--- config.mk ---
export PLATFORM = sky130hd
export DESIGN_NAME = mux_4_1
export DESIGN_NICKNAME = d
export VERILOG_FILES = /design/src/rtl/mux_4_1.sv
export SDC_FILE = /design/constraint.sdc
export NUM_CORES = 1
export LEC_CHECK = 0
export BUFFER_PORTS_ARGS = -buffer_cell sky130_fd_sc_hd__buf_2
export CORE_UTILIZATION = 39
export DETAILED_ROUTE_END_ITERATION = 8
export PLACE_DENSITY = 0.8
export SLEW_MARGIN = 20
export SYNTH_ARGS = -nofsm -noshare
export SYNTH_HDL_FRONTEND = slang
export SYNTH_SLANG_ARGS = --single-unit
--- constraint.sdc ---
create_clock -name clk -period 1.4 [get_ports clk]
set_input_delay 0.21 -clock clk [delete_from_list [all_inputs] [get_ports clk]]
set_output_delay 0.21 -clock clk [all_outputs]
set_load 0.05 [all_outputs]
--- src/rtl/mux_4_1.sv ---
`default_nettype none
// ============================================================================
// Module   : mux_4_1
// Purpose  : Four-way word selector with a combinational output and an
//            optional registered copy. It picks one 16-bit word out of a
//            64-bit I-cache line. The registered copy carries a valid flag
//            that is high when the word was captured on the previous edge.
// Revision : 1.0  initial release
// ============================================================================
module mux_4_1 #(
    parameter int WIDTH = 16
) (
    input  logic [1:0]       sel,
    input  logic [WIDTH-1:0] in0,
    input  logic [WIDTH-1:0] in1,
    input  logic [WIDTH-1:0] in2,
    input  logic [WIDTH-1:0] in3,
    output logic [WIDTH-1:0] out,
    input  logic             clk,
    input  logic             reset,
    input  logic             en,
    output logic [WIDTH-1:0] out_q,
    output logic             out_q_valid
);

    localparam logic [1:0]       C_SEL_W0 = 2'd0;
    localparam logic [1:0]       C_SEL_W1 = 2'd1;
    localparam logic [1:0]       C_SEL_W2 = 2'd2;
    localparam logic [1:0]       C_SEL_W3 = 2'd3;
    localparam logic [WIDTH-1:0] C_ZERO   = '0;

    logic [WIDTH-1:0] w_sel_word;
    logic [WIDTH-1:0] data_d;
    logic [WIDTH-1:0] data_q;
    logic             valid_d;
    logic             valid_q;

    // Word select. All four codes are covered, so there is no fallback to
    // zero. The in0 default only keeps the block free of latches.
    always_comb begin
        w_sel_word = in0;
        case (sel)
            C_SEL_W0: w_sel_word = in0;
            C_SEL_W1: w_sel_word = in1;
            C_SEL_W2: w_sel_word = in2;
            C_SEL_W3: w_sel_word = in3;
            default:  w_sel_word = in0;
        endcase
    end

    // The combinational output ignores clk, reset and en, so it stays live
    // through reset.
    assign out = w_sel_word;

    // Next-state logic. Reset wins over en. The valid flag follows en on
    // every edge, which gives a one-cycle capture indication.
    always_comb begin
        data_d  = data_q;
        valid_d = en;
        if (reset) begin
            data_d  = C_ZERO;
            valid_d = 1'b0;
        end else if (en) begin
            data_d  = w_sel_word;
        end
    end

    // Capture registers. Their values before the first reset are undefined.
    always_ff @(posedge clk) begin
        data_q  <= data_d;
        valid_q <= valid_d;
    end

    assign out_q       = data_q;
    assign out_q_valid = valid_q;

endmodule
`default_nettype wire

==> impl_metrics.ini, run 1 <==
[placed_design]
hpwlAfterDp_mm = 2.68
gp_congestion = 0.727
placement.io_buffers = 101

[sta]
fin_worst_skew_ns = 0
hold_viol = 0
number_of_slew_limit_violations_in_the_final_report = 0
fraction_of_the_cycle_the_final_worst_path_needs_pct = 97.8
fmaxAchievable_mhz = 730
holdWs_ns = 0.243
tightestPinTransition_ns = 0.238
final_period_minus_worst_setup_slack_ns = 1.37
report.final.setup_viol = 0
setup_repair_after_global_routing_missed_its_margin = true
slew_headroom_pct = 83.7

[clock_tree]
numClockSinks = 17
h_tree_levels = 1
cts_tree = yes
cts-root-buf = sky130_fd_sc_hd__clkbuf_4
cts_buffer_depth = 2
clkLatencyLatePin_ns = 0.29
post_cts_hold_buffer_count = 0
worst_path_clk_slew_ns = 0.11
tritoncts_buffer_count = 3

[floorplan]
die_height_um = 59.2
io_pins = 102
dieWidth_um = 59.2
placement_rows = 20
placeableCoreArea_sq_um = 3080
initial_core_util_pct = 41.5
die_area_sq_um = 3510

[layout]
final_common_cell = sky130_fd_sc_hd__buf_2
finish.net_count = 305
postLayoutCoreUtil_pct = 70.0
syn2layout_area_growth_pct = 68.6
layout_common_cells = 101 x sky130_fd_sc_hd__buf_2, 31 x sky130_fd_sc_hd__mux2i_2, 27 x sky130_fd_sc_hd__buf_4
diodes = 0
post_route_cells_drive_above_1_share_pct = 81.7

[setup_path]
worst_path_most_repeated_cell = sky130_fd_sc_hd__buf_2
timing.critical_path.arrival_ns = 1.16
crit_fanout = 18
crit_path_end_kind = output port
worstPathRequired_ns = 1.19
reg2reg_depth = 2
start_kind = input port
cell_family_contributing_the_most_delay_on_the_critical_path = buffers and inverters
crit_slowest_cell = sky130_fd_sc_hd__mux2i_1
critical_path_class = input port to output port
cp.depth = 5
cp_num_buf_inv = 3
critPathMaxStageDelay_ns = 0.29
worstPathCellList = buf_2 > buf_12 > mux2i_1 > mux2i_2 > buf_2

[flow_run]
max_cap_viol_count = 0

[logic_synthesis]
synth_seq_cells = 17
synth_area_per_cell_sq_um = 11.4
seq_area_frac_synth_pct = 26.6
netlist_area_sq_um = 1280
synth_nets = 181
synth_cell_types = 13
synth.yosys.warnings = 0
synthesis.instances = 112

[power_and_ir_drop]
switching_power_uw = 710
power.share.clock_pct = 15.8
net_switching_fraction_of_the_power_pct = 42.0
combPwrFrac_pct = 52.4
irDropWorstVdd_mv = 0.463
power.density_cell_area_nw_per_um2 = 784
static-leakage-power_uw = 0.00104
p_int_uw = 979
share_seq_of_total_power_pct = 31.7

[route]
detailedRoute.firstIterationViolations = 18
viasPerCell = 4.96
detail-route-antenna-nets = 0
total_wire_length_after_detailed_routing_mm = 3.50
wl_per_cell_um = 12.6
first_pass_iters = 4
drc_errors = 0
num_vias = 1383

[min_path]
timing.hold.worst.class = input port to flip-flop
holdPathStages = 2

[global_routing]
largest_net_degree_at_the_start_of_global_routing = 19
grt.overflow.total = 0
antenna_found_initial = 0
aggregate_global_route_resource_usage_pct = 20.0
vias_in_the_first_global_route = 1265
grt_first_pass_wirelength_mm = 5.28

[run_status]
run_status = completed
==> worst reg2reg max path, delay by kind of cell, from the launching register on <==
kind / cells / cell delay (ns)
flops: 1 / 0.35
simple gates: 1 / 0.45
compound gates: 1 / 0.07
==> state kept, by name, summed over array words and instances (netlist names) <==
signal	count
out_q_valid	1
out_q	16
==> metrics by stage <==
stage                     setup TNS, ns  instance area [sq um]  instances  setup WS [ns]  total power, uW
final                                 0                   2150        279         0.0302             1690
after global routing             -0.112                   2150        279        -0.0239             1770
after CTS                             0                   2100        279       0.000494             1680
after detailed placement       -0.00198                   2070        275       -0.00198             1400
after global placement                0                   2070        275         0.0274             1400
after floorplan                   -2.34                   1340        112         -0.147             1120
==> power by group through the flow <==
stage / clock [uW] / combinational, uW / sequential, uW
6_report: 267 / 886 / 536
5_1_grt: 298 / 933 / 542
4_1_cts: 278 / 862 / 536
3_5_place_dp: 0 / 858 / 547
3_3_place_gp: 0 / 851 / 546
2_1_floorplan: 0 / 444 / 679
==> layer usage <==
| layer | routed length [um] | track usage [%] | vias up | part of all wire, % |
|---|---|---|---|---|
| li1 | - | - | 694 | - |
| met1 | 1470 | 21.4 | 608 | 42 |
| met2 | 1650 | 37.6 | 79 | 47 |
| met3 | 363 | 4.59 | 2 | 10 |
| met4 | 25 | 7.14 | 0 | 0.71 |
| met5 | 0 | 0 | - | 0 |
==> synthesized netlist by cell type (all sizes together) <==
cell type | instances | area share [%]
nand3b | 1 | 0.59
or3b | 17 | 12
dfxtp | 17 | 27
nor2b | 1 | 0.49
buf | 9 | 6.3
mux2i | 48 | 38
o221ai | 16 | 16
clkbuf | 3 | 0.88
==> cell type report <==
class,count,area (sq um)
Clock buffer,3,22.5
Clock inverter,1,5.00
Fill cell,249,925
Multi-Input combinational cell,83,962
Sequential cell,17,340
Tap cell,44,55.1
Timing Repair Buffer,131,768
==> timing repair <==
item,CTS,global route
setup endpoints to repair,1,13
pin swaps,0,0
setup buffers,0,0
gates resized for setup,1,14
==> cell families (layout without fill, tap and decap cells) <==
| logic type | count (synthesis) | in the layout | synth area share, % |
|---|---|---|---|
| DFF | 17 | 17 | 26.6 |
| muxes | 48 | 48 | 37.6 |
| buffers and inverters | 12 | 135 | 7.15 |
| AOI/OAI and AO/OA | 16 | 16 | 15.9 |
| and+or+nand+nor | 19 | 19 | 12.7 |
==> worst paths after layout <==
path	slack, ns	to	startpoint
max reg2reg	0.46	out_q[7]$_SDFFE_PP0P_	out_q[7]$_SDFFE_PP0P_
min reg2reg	0.62	out_q[10]$_SDFFE_PP0P_	out_q[10]$_SDFFE_PP0P_
min	0.24	out_q_valid$_SDFF_PP0_	en
max	0.03	out[1]	sel[1]
Note: power is estimated with default switching activity, not from simulation.
==> run 2, diff against run 1 <==
- CORE_UTILIZATION: 39 -> 30
- PLACE_DENSITY: 0.8 -> default
==> run 2 against run 1 <==
Via count is 1.7% higher. Combinational power is 4.7% higher. Highest routed layer unchanged. Sequential power hardly changed. Global-route usage is 2.6 points lower. Clock-buffer cell count is 1 higher. Cell area is 5.6% higher. Register-to-register slack hardly changed. Setup slack worse by 0.016 ns. Fmax is 1.2% lower. Total power is 8.7% higher. Sequential share of layout area is 0.84 points lower. Flip-flop and latch count stayed put.
==> impl_metrics.ini, run 2 (same netlist as run 1, synthesis figures left out) <==
[sta]
fraction_of_the_cycle_the_final_worst_path_needs_pct = 99.0
final_period_minus_worst_setup_slack_ns = 1.39
postLayoutSetupSlackWorst_ns = 0.0140
tightestPinTransition_ns = 0.248
timing.setup.tns_ns = 0
slew_headroom_pct = 83.0
hold_viol = 0
fmaxAchievable_mhz = 721
setup_repair_after_global_routing_missed_its_margin = true
number_of_slew_limit_violations_in_the_final_report = 0
report.final.setup_viol = 0
holdWs_ns = 0.281
fin_worst_skew_ns = 0

[floorplan]
initial_core_util_pct = 31.5
placeableCoreArea_sq_um = 4060
die_height_um = 67.3
io_pins = 102
placement_rows = 23
dieWidth_um = 67.3
die_area_sq_um = 4520

[power_and_ir_drop]
static-leakage-power_uw = 0.00111
design_power_total_uw = 1840
power.density_cell_area_nw_per_um2 = 807
irDropWorstVdd_mv = 0.389

[layout]
largest_register_ff_count = 16
diodes = 0
multi_input_gate_area_sq_um = 967
post_route_cells_drive_above_1_share_pct = 81.6
layout_common_cells = 100 x sky130_fd_sc_hd__buf_2, 34 x sky130_fd_sc_hd__buf_4, 29 x sky130_fd_sc_hd__mux2i_2
finish.net_count = 314
syn2layout_area_growth_pct = 78.1
final_area_sq_um = 2270
layout.area.seq_sq_um = 340
final.fill_count = 371
final_common_cell = sky130_fd_sc_hd__buf_2

[route]
maxUsedRoutingLayer = met4
first_pass_iters = 4
wl_per_cell_um = 13.6
detail-route-antenna-nets = 0
met3_wirelength_um = 215
route.met2.wl_mm = 2.01
num_vias = 1406
drt-met1-wl_mm = 1.77
drc_errors = 0
detailedRoute.firstIterationViolations = 23
viasPerCell = 4.78
total_wire_length_after_detailed_routing_mm = 4.01

[min_path]
timing.hold.worst.class = input port to flip-flop
hold_path_startpoint = in3[15]

[clock_tree]
h_tree_levels = 1
cts_tree = yes
postCtsSetupRepairBufs = 0
cts-root-buf = sky130_fd_sc_hd__clkbuf_8
numClockSinks = 17
clkLatencyLatePin_ns = 0.25
worst_path_clk_slew_ns = 0.07
cts_buffer_depth = 2
tritoncts_buffer_count = 3
post_cts_hold_buffer_count = 0

[placed_design]
gp_congestion = 0.731
dpl_worst_slack_ns = 0.00521
placement.io_buffers = 101
placement.cell_area_sq_um = 2130
hpwlAfterDp_mm = 3.08

[setup_path]
critical_path_class = input port to output port
worstPathRequired_ns = 1.19
crit_path_end_kind = output port
setup.worst_path.start = sel[1]
timing.critical_path.arrival_ns = 1.18
timing.rr.start = out_q[14]$_SDFFE_PP0P_
crit_fanout = 12
start_kind = input port

[global_routing]
grt_first_pass_wirelength_mm = 5.89
antenna_found_initial = 0
aggregate_global_route_resource_usage_pct = 17.3
grt.overflow.total = 0
vias_in_the_first_global_route = 1338
largest_net_degree_at_the_start_of_global_routing = 21

[run_status]
run_status = completed

[flow_run]
max_cap_viol_count = 0
## run 2: cell count changes in the layout (fill, tap and decap cells not counted)
| cell | change |
|---|---|
| sky130_fd_sc_hd__buf_4 | +7 |
| sky130_fd_sc_hd__clkbuf_8 | +3 |
| sky130_fd_sc_hd__clkbuf_4 | -2 |
| sky130_fd_sc_hd__mux2i_2 | -2 |
| sky130_fd_sc_hd__buf_2 | -1 |
| sky130_fd_sc_hd__buf_6 | +1 |
| sky130_fd_sc_hd__clkbuf_1 | +1 |
| sky130_fd_sc_hd__clkbuf_16 | +1 |
| sky130_fd_sc_hd__clkinv_2 | -1 |
| sky130_fd_sc_hd__mux2i_1 | +1 |
| sky130_fd_sc_hd__mux2i_4 | +1 |
## run 2: metal layers
layer  vias up  global-route usage, %
met5         -                      0
met2        51                   31.3
met4         0                   5.59
met1       644                   20.2
met3         2                   3.55
li1        709                      -
## run 2: path summary, 6_finish.rpt
path	end	slack, ns	cells past startpoint
setup / recovery	out[6]	0.01	5
hold / removal	out_q[15]$_SDFFE_PP0P_	0.28	3
setup reg to reg	out_q[14]$_SDFFE_PP0P_	0.45	2
hold reg to reg	out_q[1]$_SDFFE_PP0P_	0.61	2
## run 2: timing repair
item                                   CTS  global route
endpoints found under the hold margin    0             0
resized for setup                        1            15
setup endpoints to repair                1            11
cloned                                   0             2
## run 2: cell type report
cell class	instances	share of cell area, %
Tap cell	50	2.75
Sequential cell	17	15.0
Multi-Input combinational cell	83	42.5
Timing Repair Buffer	140	37.8
Clock buffer	4	1.98
## run 2: where the power goes
group | internal, uW | switching, uW | leakage, uW | total (uW)
clock | 202 | 169 | 0.0000228 | 371
sequential | 522 | 15.1 | 0.000140 | 537
combinational | 379 | 549 | 0.000942 | 928
total | 1100 | 734 | 0.00111 | 1840
## run 2: worst max-delay path, stage by stage
cell and delay, ns:
sky130_fd_sc_hd__clkbuf_4 0.18, sky130_fd_sc_hd__buf_12 0.17, sky130_fd_sc_hd__mux2i_1 0.29, sky130_fd_sc_hd__mux2i_2 0.10, sky130_fd_sc_hd__buf_2 0.22
## run 2: per-stage QoR
stage | cells | util, %
4_1_cts | 292 | 53.7
6_report | 294 | 56.1
5_1_grt | 294 | 56.1
3_3_place_gp | 288 | 52.5
2_1_floorplan | 112 | -
3_5_place_dp | 288 | 52.5
